<file path="src/rtl/decode_stage.sv">
// decode_stage: registered RV32I/RV64I instruction-decode pipeline stage.
//
// Splits each instruction into its positional fields. Classifies it by
// format (R/I/S/B/U/J). Produces one sign-extended XLEN-wide immediate and
// flags illegal encodings. Illegal instructions still flow through the stage;
// the trap is taken downstream.
//
// Ports:
//   clk, rst        clock; synchronous active-high reset
//   flush           drop every held and incoming instruction
//   in_valid/ready  fetch-side handshake; in_inst/in_pc are the payload
//   out_valid/ready execute-side handshake
//   out_pc, out_opcode, out_rd, out_rs1, out_rs2, out_func3, out_func7
//                   registered instruction fields
//   out_imm         sign-extended immediate (0 for R type and unknown opcodes)
//   out_type        0=R 1=I 2=S 3=B 4=U 5=J
//   out_illegal     illegal encoding
//
// Parameters:
//   XLEN       32 or 64
//   SKID_EN    1: output reg + skid reg, in_ready comes only from state
//              0: single output reg, in_ready follows out_ready combinationally
//   SUPPORT_M  1: func7=0000001 (M extension) is a legal R-type encoding
module decode_stage #(
    parameter int XLEN      = 32,
    parameter bit SKID_EN   = 1'b1,
    parameter bit SUPPORT_M = 1'b1
) (
    input  logic            clk,
    input  logic            rst,
    input  logic            flush,
    input  logic            in_valid,
    output logic            in_ready,
    input  logic [31:0]     in_inst,
    input  logic [XLEN-1:0] in_pc,
    output logic            out_valid,
    input  logic            out_ready,
    output logic [XLEN-1:0] out_pc,
    output logic [6:0]      out_opcode,
    output logic [4:0]      out_rd,
    output logic [4:0]      out_rs1,
    output logic [4:0]      out_rs2,
    output logic [2:0]      out_func3,
    output logic [6:0]      out_func7,
    output logic [XLEN-1:0] out_imm,
    output logic [2:0]      out_type,
    output logic            out_illegal
);

    localparam logic [2:0] TYPE_R = 3'd0;
    localparam logic [2:0] TYPE_I = 3'd1;
    localparam logic [2:0] TYPE_S = 3'd2;
    localparam logic [2:0] TYPE_B = 3'd3;
    localparam logic [2:0] TYPE_U = 3'd4;
    localparam logic [2:0] TYPE_J = 3'd5;

    localparam logic [6:0] OPC_OP        = 7'b0110011;
    localparam logic [6:0] OPC_OP_32     = 7'b0111011;
    localparam logic [6:0] OPC_OP_IMM    = 7'b0010011;
    localparam logic [6:0] OPC_OP_IMM_32 = 7'b0011011;
    localparam logic [6:0] OPC_LOAD      = 7'b0000011;
    localparam logic [6:0] OPC_JALR      = 7'b1100111;
    localparam logic [6:0] OPC_SYSTEM    = 7'b1110011;
    localparam logic [6:0] OPC_MISC_MEM  = 7'b0001111;
    localparam logic [6:0] OPC_STORE     = 7'b0100011;
    localparam logic [6:0] OPC_BRANCH    = 7'b1100011;
    localparam logic [6:0] OPC_LUI       = 7'b0110111;
    localparam logic [6:0] OPC_AUIPC     = 7'b0010111;
    localparam logic [6:0] OPC_JAL       = 7'b1101111;

    localparam bit IS_RV64 = (XLEN == 64);

    // The raw word is kept so the positional fields come straight out of the
    // register; decode results that need logic are stored next to it.
    typedef struct packed {
        logic [XLEN-1:0] pc;
        logic [31:0]     inst;
        logic [XLEN-1:0] imm;
        logic [2:0]      itype;
        logic            illegal;
    } bundle_t;

    localparam int BUNDLE_W = $bits(bundle_t);

    bundle_t         dec_s;
    bundle_t         out_r;
    bundle_t         skid_r;
    logic            out_valid_r;
    logic            skid_valid_r;
    logic            accept_s;

    logic [6:0]      opc_s;
    logic [2:0]      f3_s;
    logic [6:0]      f7_s;
    logic [XLEN-1:0] imm_i_s;
    logic [XLEN-1:0] imm_s_s;
    logic [XLEN-1:0] imm_b_s;
    logic [XLEN-1:0] imm_u_s;
    logic [XLEN-1:0] imm_j_s;
    logic            r_bad_s;
    logic            sh_hi_zero_s;
    logic            sh_hi_sra_s;
    logic            opimm_bad_s;
    logic            load_bad_s;
    logic            store_bad_s;
    logic            branch_bad_s;

    assign opc_s = in_inst[6:0];
    assign f3_s  = in_inst[14:12];
    assign f7_s  = in_inst[31:25];

    // Size casts of signed operands sign-extend from inst[31] to XLEN.
    assign imm_i_s = XLEN'($signed(in_inst[31:20]));
    assign imm_s_s = XLEN'($signed({in_inst[31:25], in_inst[11:7]}));
    assign imm_b_s = XLEN'($signed({in_inst[31], in_inst[7], in_inst[30:25],
                                    in_inst[11:8], 1'b0}));
    assign imm_u_s = XLEN'($signed({in_inst[31:12], 12'b0}));
    assign imm_j_s = XLEN'($signed({in_inst[31], in_inst[19:12], in_inst[20],
                                    in_inst[30:21], 1'b0}));

    assign r_bad_s = !((f7_s == 7'b0000000) ||
                       ((f7_s == 7'b0100000) && ((f3_s == 3'b000) || (f3_s == 3'b101))) ||
                       (SUPPORT_M && (f7_s == 7'b0000001)));

    // RV64 shift amounts are six bits wide, so only inst[31:26] is checked.
    assign sh_hi_zero_s = IS_RV64 ? (in_inst[31:26] == 6'b000000)
                                  : (in_inst[31:25] == 7'b0000000);
    assign sh_hi_sra_s  = IS_RV64 ? (in_inst[31:26] == 6'b010000)
                                  : (in_inst[31:25] == 7'b0100000);
    assign opimm_bad_s  = ((f3_s == 3'b001) && !sh_hi_zero_s) ||
                          ((f3_s == 3'b101) && !(sh_hi_zero_s || sh_hi_sra_s));

    assign load_bad_s   = (f3_s == 3'b111) ||
                          (!IS_RV64 && ((f3_s == 3'b011) || (f3_s == 3'b110)));
    assign store_bad_s  = IS_RV64 ? (f3_s > 3'b011) : (f3_s > 3'b010);
    assign branch_bad_s = (f3_s == 3'b010) || (f3_s == 3'b011);

    // Format classification, immediate selection and legality of the input word.
    // Any word with inst[1:0] != 11 has an opcode outside the list and lands
    // in the default branch.
    always_comb begin
        dec_s.pc      = in_pc;
        dec_s.inst    = in_inst;
        dec_s.imm     = {XLEN{1'b0}};
        dec_s.itype   = TYPE_R;
        dec_s.illegal = 1'b0;
        case (opc_s)
            OPC_OP: begin
                dec_s.illegal = r_bad_s;
            end
            OPC_OP_32: begin
                dec_s.illegal = IS_RV64 ? r_bad_s : 1'b1;
            end
            OPC_OP_IMM: begin
                dec_s.itype   = TYPE_I;
                dec_s.imm     = imm_i_s;
                dec_s.illegal = opimm_bad_s;
            end
            OPC_OP_IMM_32: begin
                if (IS_RV64) begin
                    dec_s.itype = TYPE_I;
                    dec_s.imm   = imm_i_s;
                end else begin
                    dec_s.illegal = 1'b1;
                end
            end
            OPC_LOAD: begin
                dec_s.itype   = TYPE_I;
                dec_s.imm     = imm_i_s;
                dec_s.illegal = load_bad_s;
            end
            OPC_JALR: begin
                dec_s.itype   = TYPE_I;
                dec_s.imm     = imm_i_s;
                dec_s.illegal = (f3_s != 3'b000);
            end
            OPC_SYSTEM, OPC_MISC_MEM: begin
                dec_s.itype = TYPE_I;
                dec_s.imm   = imm_i_s;
            end
            OPC_STORE: begin
                dec_s.itype   = TYPE_S;
                dec_s.imm     = imm_s_s;
                dec_s.illegal = store_bad_s;
            end
            OPC_BRANCH: begin
                dec_s.itype   = TYPE_B;
                dec_s.imm     = imm_b_s;
                dec_s.illegal = branch_bad_s;
            end
            OPC_LUI, OPC_AUIPC: begin
                dec_s.itype = TYPE_U;
                dec_s.imm   = imm_u_s;
            end
            OPC_JAL: begin
                dec_s.itype = TYPE_J;
                dec_s.imm   = imm_j_s;
            end
            default: begin
                dec_s.illegal = 1'b1;
            end
        endcase
    end

    // With the skid buffer, readiness depends only on skid occupancy, which
    // breaks the out_ready -> in_ready path.
    assign in_ready = !rst && !flush &&
                      (SKID_EN ? !skid_valid_r : (!out_valid_r || out_ready));
    assign accept_s = in_valid && in_ready;

    // Output/skid occupancy. The skid entry is always older than any new
    // input, so it refills the output slot first. On flush the payload
    // registers keep their contents and only the valid bits drop.
    always_ff @(posedge clk) begin
        if (rst) begin
            out_r        <= bundle_t'({BUNDLE_W{1'b0}});
            skid_r       <= bundle_t'({BUNDLE_W{1'b0}});
            out_valid_r  <= 1'b0;
            skid_valid_r <= 1'b0;
        end else if (flush) begin
            out_valid_r  <= 1'b0;
            skid_valid_r <= 1'b0;
        end else if (!out_valid_r || out_ready) begin
            if (skid_valid_r) begin
                out_r        <= skid_r;
                out_valid_r  <= 1'b1;
                skid_valid_r <= 1'b0;
            end else if (accept_s) begin
                out_r       <= dec_s;
                out_valid_r <= 1'b1;
            end else begin
                out_valid_r <= 1'b0;
            end
        end else if (accept_s && SKID_EN) begin
            skid_r       <= dec_s;
            skid_valid_r <= 1'b1;
        end
    end

    assign out_valid   = out_valid_r;
    assign out_pc      = out_r.pc;
    assign out_opcode  = out_r.inst[6:0];
    assign out_rd      = out_r.inst[11:7];
    assign out_func3   = out_r.inst[14:12];
    assign out_rs1     = out_r.inst[19:15];
    assign out_rs2     = out_r.inst[24:20];
    assign out_func7   = out_r.inst[31:25];
    assign out_imm     = out_r.imm;
    assign out_type    = out_r.itype;
    assign out_illegal = out_r.illegal;

endmodule

</file>
<file path="config.mk">
export PLATFORM = sky130hd
export DESIGN_NAME = decode_stage
export DESIGN_NICKNAME = d
export VERILOG_FILES = /design/src/rtl/decode_stage.sv
export SDC_FILE = /design/constraint.sdc
export NUM_CORES = 1
export LEC_CHECK = 0
export ABC_AREA = 0
export ABC_CLOCK_PERIOD_IN_PS = 4500
export CORE_MARGIN = 2
export CORE_UTILIZATION = 45
export CTS_BUF_LIST = sky130_fd_sc_hd__clkbuf_8 sky130_fd_sc_hd__clkbuf_16
export CTS_CLUSTER_DIAMETER = 150
export CTS_CLUSTER_SIZE = 25
export DETAILED_ROUTE_END_ITERATION = 8
export PLACE_DENSITY = 0.69
export SKIP_LAST_GASP = 1
export SLEW_MARGIN = 20
export SYNTH_ARGS = -nofsm -noshare
export SYNTH_HDL_FRONTEND = slang
export SYNTH_SLANG_ARGS = --single-unit
</file>
<file path="constraint.sdc">
create_clock -name clk -period 4.5 [get_ports clk]
set_clock_uncertainty 0.15 [all_clocks]
set_input_delay 0.45 -clock clk [delete_from_list [all_inputs] [get_ports clk]]
set_output_delay 0.45 -clock clk [all_outputs]
set_load 0.1 [all_outputs]
</file>
[Word-level counts from Yosys, hierarchy flattened]
Cells that the tools add are included.
Cells by class
  $add $sub $neg: 0
  $mul: 0
  divide/modulo/power cells: 0
  magnitude comparators: 1
  eq/ne operators: 19
  shift operators: 0
  mux-type cells: 6
  bitwise operators: 2
  reduce and logical (&&, ||, !) cells: 33
Operator list (count)
  two-way mux 100 bit: 2
  case mux 35 bit (5 select lines): 1
  == test 7 x 6 -> 1 bit (second input constant): 4
  == test 7 bit (second input constant): 4
  == test 7 x 5 -> 1 bit (second input constant): 2
  OR reduction 5 bit: 2
  == test 3 bit (second input constant): 3
  logical OR 1 bit: 9
  == test 7 x 1 -> 1 bit (second input constant): 1
  == test 7 x 2 -> 1 bit (second input constant): 1
  == test 7 x 4 -> 1 bit (second input constant): 1
  logical NOT 1 bit: 7
  logical NOT 7 bit: 1
  case mux 1 bit (7 select lines): 1
  == test 3 x 2 -> 1 bit (second input constant): 2
  logical AND 1 bit: 6
  AND reduction 3 bit: 2
  OR reduction 2 bit: 2
  == test 3 x 1 -> 1 bit (second input constant): 1
  greater-than comparator 3 x 2 -> 1 bit (second input constant): 1
  logical NOT 3 bit: 1
  nonzero test 3 bit: 1
  OR reduction 3 bit: 1
  two-way mux 1 bit: 2
  2 further kinds: 3
Storage, ports and cells
  register bits after elaboration: 202
  latch bits: 0
  bits in writable memories: 0
  bits in read-only memories: 0
  bits of input ports: 69
  output and inout bits: 102
  logic and storage cells: 73
  memories kept: 0

[Longest topological paths before layout]
  depth in word-level cells: 9
  gate-level depth with buffers: 8
  mapped depth without buffers: 5

[Worst setup path after synthesis]
No wires, ideal clock.
  path type: register to register
  from: reg skid_valid_r
  to: reg skid_r[35] (netlist bit)
  library setup time: 132 ps
  data arrival time: 2607 ps
  data required time: 4218 ps
  slack: 1611 ps
  stages on the path, launching flop included: 8
  buffers on the path: 3
  period minus slack after synthesis: 2889 ps
  cells stage by stage: dfxtp_1 clkbuf_1 nor3_2 nand3_1 buf_2 clkbuf_1 nand3b_1 o21ai_0
On the way
  cells in the longest elaborated chain, start to end: 4
RTL lines
  start: declaration: RTL line 89  | logic skid_valid_r;
  start signal: assignment: RTL line 219  | skid_valid_r <= 1'b0;
  start signal: assignment: RTL line 222  | skid_valid_r <= 1'b0;
  start signal: assignment: RTL line 227  | skid_valid_r <= 1'b0;
  logical NOT 1 bit: RTL line 208  | (SKID_EN ? !skid_valid_r : (!out_valid_r || out_ready));
  logical AND 1 bit: RTL line 207  | assign in_ready = !rst && !flush &&
  net in_ready: RTL line 33  | output logic in_ready,
  logical AND 1 bit: RTL line 209  | assign accept_s = in_valid && in_ready;
  AND reduction 3 bit (no source line)
  end signal: assignment: RTL line 217  | skid_r <= bundle_t'({BUNDLE_W{1'b0}});
  end signal: assignment: RTL line 235  | skid_r <= dec_s;
  end: declaration: RTL line 87  | bundle_t skid_r;
The timed path passes the listed nets, and every way through them passes these cells.
A chain may end at the register's enable or synchronous reset.

[Worst setup path in the final report]
  from: reg skid_valid_r
  to: out in_ready
On the way
  cells in the longest elaborated chain, start to end: 2
RTL lines (RTL line)
  logical NOT 1 bit: 208
  logical AND 1 bit: 207
  end: declaration: 33
Every way passes these cells.

==> run summary <==
Syn Inst Count = 995
max-cap violation count = 0
Max Freq = 314.8 MHz
actual slew at the worst max-slew pin = 1.035 ns
Clock Latency Late Sink = 0.48 ns
synth warn = 0
crit path DAT = 2.58 ns
placement row count = 50
Die Wd = 141.4 um
synth cell count leaders = dfxtp_1 (202), nand2_1 (193), nor2_1 (107)
EDFF count, synth = 0
power density over cell area = 343.1 mW/mm2
CP bufs+invs = 1
main combinational cell family by area after synthesis = compound AO/OA/AOI/OAI gates
Remaining Overflow, GRT = 0
Worst-path clk slew = 0.10 ns
Min-Delay Path Class = register to register
Hold-fix buffers, CTS = 0
compound-cell area share of the yosys netlist = 22.12%
internal power = 0.002544 W
reg2reg start = skid_valid_r$_SDFFE_PP0P_
area delta synth->final = 24.77%
endpoints failing hold = 0
Core Box Area = 0.01858 mm2
xor-xnor portion of the synthesized cell area = 0.1031%
total number of vias = 7378
gr usage total = 21.96%
CTS buffer count = 12
CP max stage delay = 1.20 ns
root buffer cell = clkbuf_16
initial antenna violation count = 0
WL/cell = 16.89 um
Yosys reg bits = 202
required time of the worst setup path = 3.90 ns
I/O Buffers = 170
post-synthesis adder-cell area fraction = 0%
detailed placement HPWL = 14.54 mm
ANT nets after route = 0
Clk pwr share = 31.2%
final-stage net count = 1174
first-pass GRT wire length = 36.05 mm
Hold Crit Start = skid_r[62]$_SDFFE_PP0P_
setup TNS = 0 ns
RSZ-0062 raised after global routing = no
TritonRoute pass-1 iters = 5
final worst path period share = 70.58%
Reg power frac = 51.0%
Post-synth ARST share = 0%
CP startpoint kind = register
crit path capture type = output pin
Unique masters post-synth = 49
Leak Pwr = 3.292 nW
GP Congestion = 0.8962
Crit. Startpoint = skid_valid_r$_SDFFE_PP0P_
pin count of the biggest net entering global routing = 135
r2r setup slk = 1.78 ns
Slew HR = 30.81%
mux contribution to synthesized area = 7.426%
Switching Share = 30.03%
CP Cell Sequence = nor3_2 -> clkdlybuf4s50_1
I/O pin count = 171
mean post-synth cell area = 8.535 um2
CTS resizes = 0
Finished Core Util = 57.02%
critical-path maximum fanout = 31
share of the synthesized area in the top cell type = 47.62%
DR DRC count = 0
share of cells above drive strength 1 = 4.430%
combinational fraction of design power = 17.9%
status = finished clean
vias in the first global route = 6654
Peak supply drop = 0.2896 mV
die area = 0.01999 mm2
initial cell density of the core = 45.70%
delay-heaviest family, CP = buffers and inverters
Slew Viols, Final = 0
net count after synthesis = 1064
TritonCTS clock tree = done
clock buffer depth = 3
ranking of synthesized cells by area = dfxtp_1 (48%), nand2_1 (8.5%), a211oi_1 (7.8%)
Synth Cell Area = 0.008492 mm2
Post-Synth Simple-Gate Area = 18.09%
top-count cell post-synth = dfxtp_1
Synth area leader = dfxtp_1
n_diodes = 0
clk sink count = 202
DRT Wirelength = 22.63 mm
Via density = 5.506
post-CTS setup buffers = 0
slowest library cell on the worst path = clkdlybuf4s50_1
minimum clock period after layout = 3.176 ns
htree depth = 1
crit path kind = register to output pin
Most used DFF post-synth = dfxtp_1
Seq/Total Area, Yosys = 47.62%
final setup fails = 0
Net Switching = 0.001092 W
1st-iter DRT viols = 421
Die Y-Extent = 141.4 um
[kinds of logic after synthesis]
| kind of cell | Yosys count |
|---|---|
| muxes | 63 |
| buffers and inverters | 90 |
| AOI/OAI and AO/OA | 273 |
| and+or+nand+nor | 366 |
| DFF | 202 |
| xor gates and xnor gates | 1 |
[state kept, by name, summed over array words and instances (netlist names)]
register	cells
skid_r	100
out_imm	32
out_pc	32
out_func7	7
out_opcode	7
out_rd	5
out_rs1	5
out_rs2	5
out_func3	3
out_type	3
out_illegal	1
out_valid	1
skid_valid_r	1
[placed cells by master, fill, tap and decap left out, types with 3 or more instances in the layout]
cell type        synthesis  final
nor3_1                  13     13
a211oi_1                88     88
clkdlybuf4s50_1          0    169
nor4_1                   4      4
a221oi_1                10     10
a31oi_1                  3      3
and2_0                   9      9
a311oi_1                13     13
dfxtp_1                202    201
mux2i_1                 63     63
a21oi_1                 81     81
clkbuf_16                0     13
and3_1                   6      5
nor2b_1                  7      7
a22o_1                  10     10
nand2b_1                 4      4
nand3_1                  8      7
o21ai_0                 39     39
a21o_1                   5      5
nor3_2                   3      3
nor2_1                 107    107
nand2_1                193    193
inv_1                    5      6
a221oi_2                 9      9
buf_4                    1     10
[power groups by stage]
stage / clock network (W) / logic [W] / registers, W
after CTS: 0.00117 / 0.000652 / 0.00185
after floorplan: 0 / 0.000171 / 0.00217
after global placement: 0 / 0.000649 / 0.00189
after detailed placement: 0 / 0.000651 / 0.00189
final: 0.00113 / 0.000650 / 0.00185
after global routing: 0.00124 / 0.000686 / 0.00186
[stage by stage]
| step | area (um2) | instances | total power (W) | worst slack [ns] | hold WS, ns |
|---|---|---|---|---|---|
| 2_1_floorplan | 8492 | 995 | 0.002342 | 1.611 | 0.2860 |
| 3_3_place_gp | 10240 | 1325 | 0.002543 | 1.377 | 0.2873 |
| 3_5_place_dp | 10240 | 1325 | 0.002546 | 1.344 | 0.2963 |
| 4_1_cts | 10600 | 1340 | 0.003678 | 1.291 | 0.3101 |
| 5_1_grt | 10600 | 1340 | 0.003783 | 1.225 | 0.3242 |
| 6_report | 10600 | 1340 | 0.003636 | 1.324 | 0.3067 |
[tightest hold or removal path: cells and delay by family, from the launching register on]
kind            cells  cell delay, ns
simple gates        1            0.05
flops               1            0.32
compound gates      1            0.05
[per-layer routing]
layer	global-route usage, %	up-vias	wire length [um]
met5	0	-	0
met4	4.105	0	333
met3	2.970	22	1007
met2	36.25	178	10720
met1	31.10	3453	10560
li1	-	3725	-
[final timing paths]
path | endpoint | cells after the start
max | in_ready | 2
min | skid_r[62]$_SDFFE_PP0P_ | 2
max reg2reg | out_imm[1]$_SDFFE_PP0P_ | 6
min reg2reg | skid_r[62]$_SDFFE_PP0P_ | 2
[area by class of cell]
cell class                 count  area (um2)
clock inverter                 2       33.78
tap                          234       292.8
sequential                   202        4048
timing repair buffer         181        1798
clock buffer                  13       325.3
fill                        1729        7985
inverter                       5       18.77
multi-input combinational    703        4079
No activity file was read; power rests on OpenSTA's default activity.
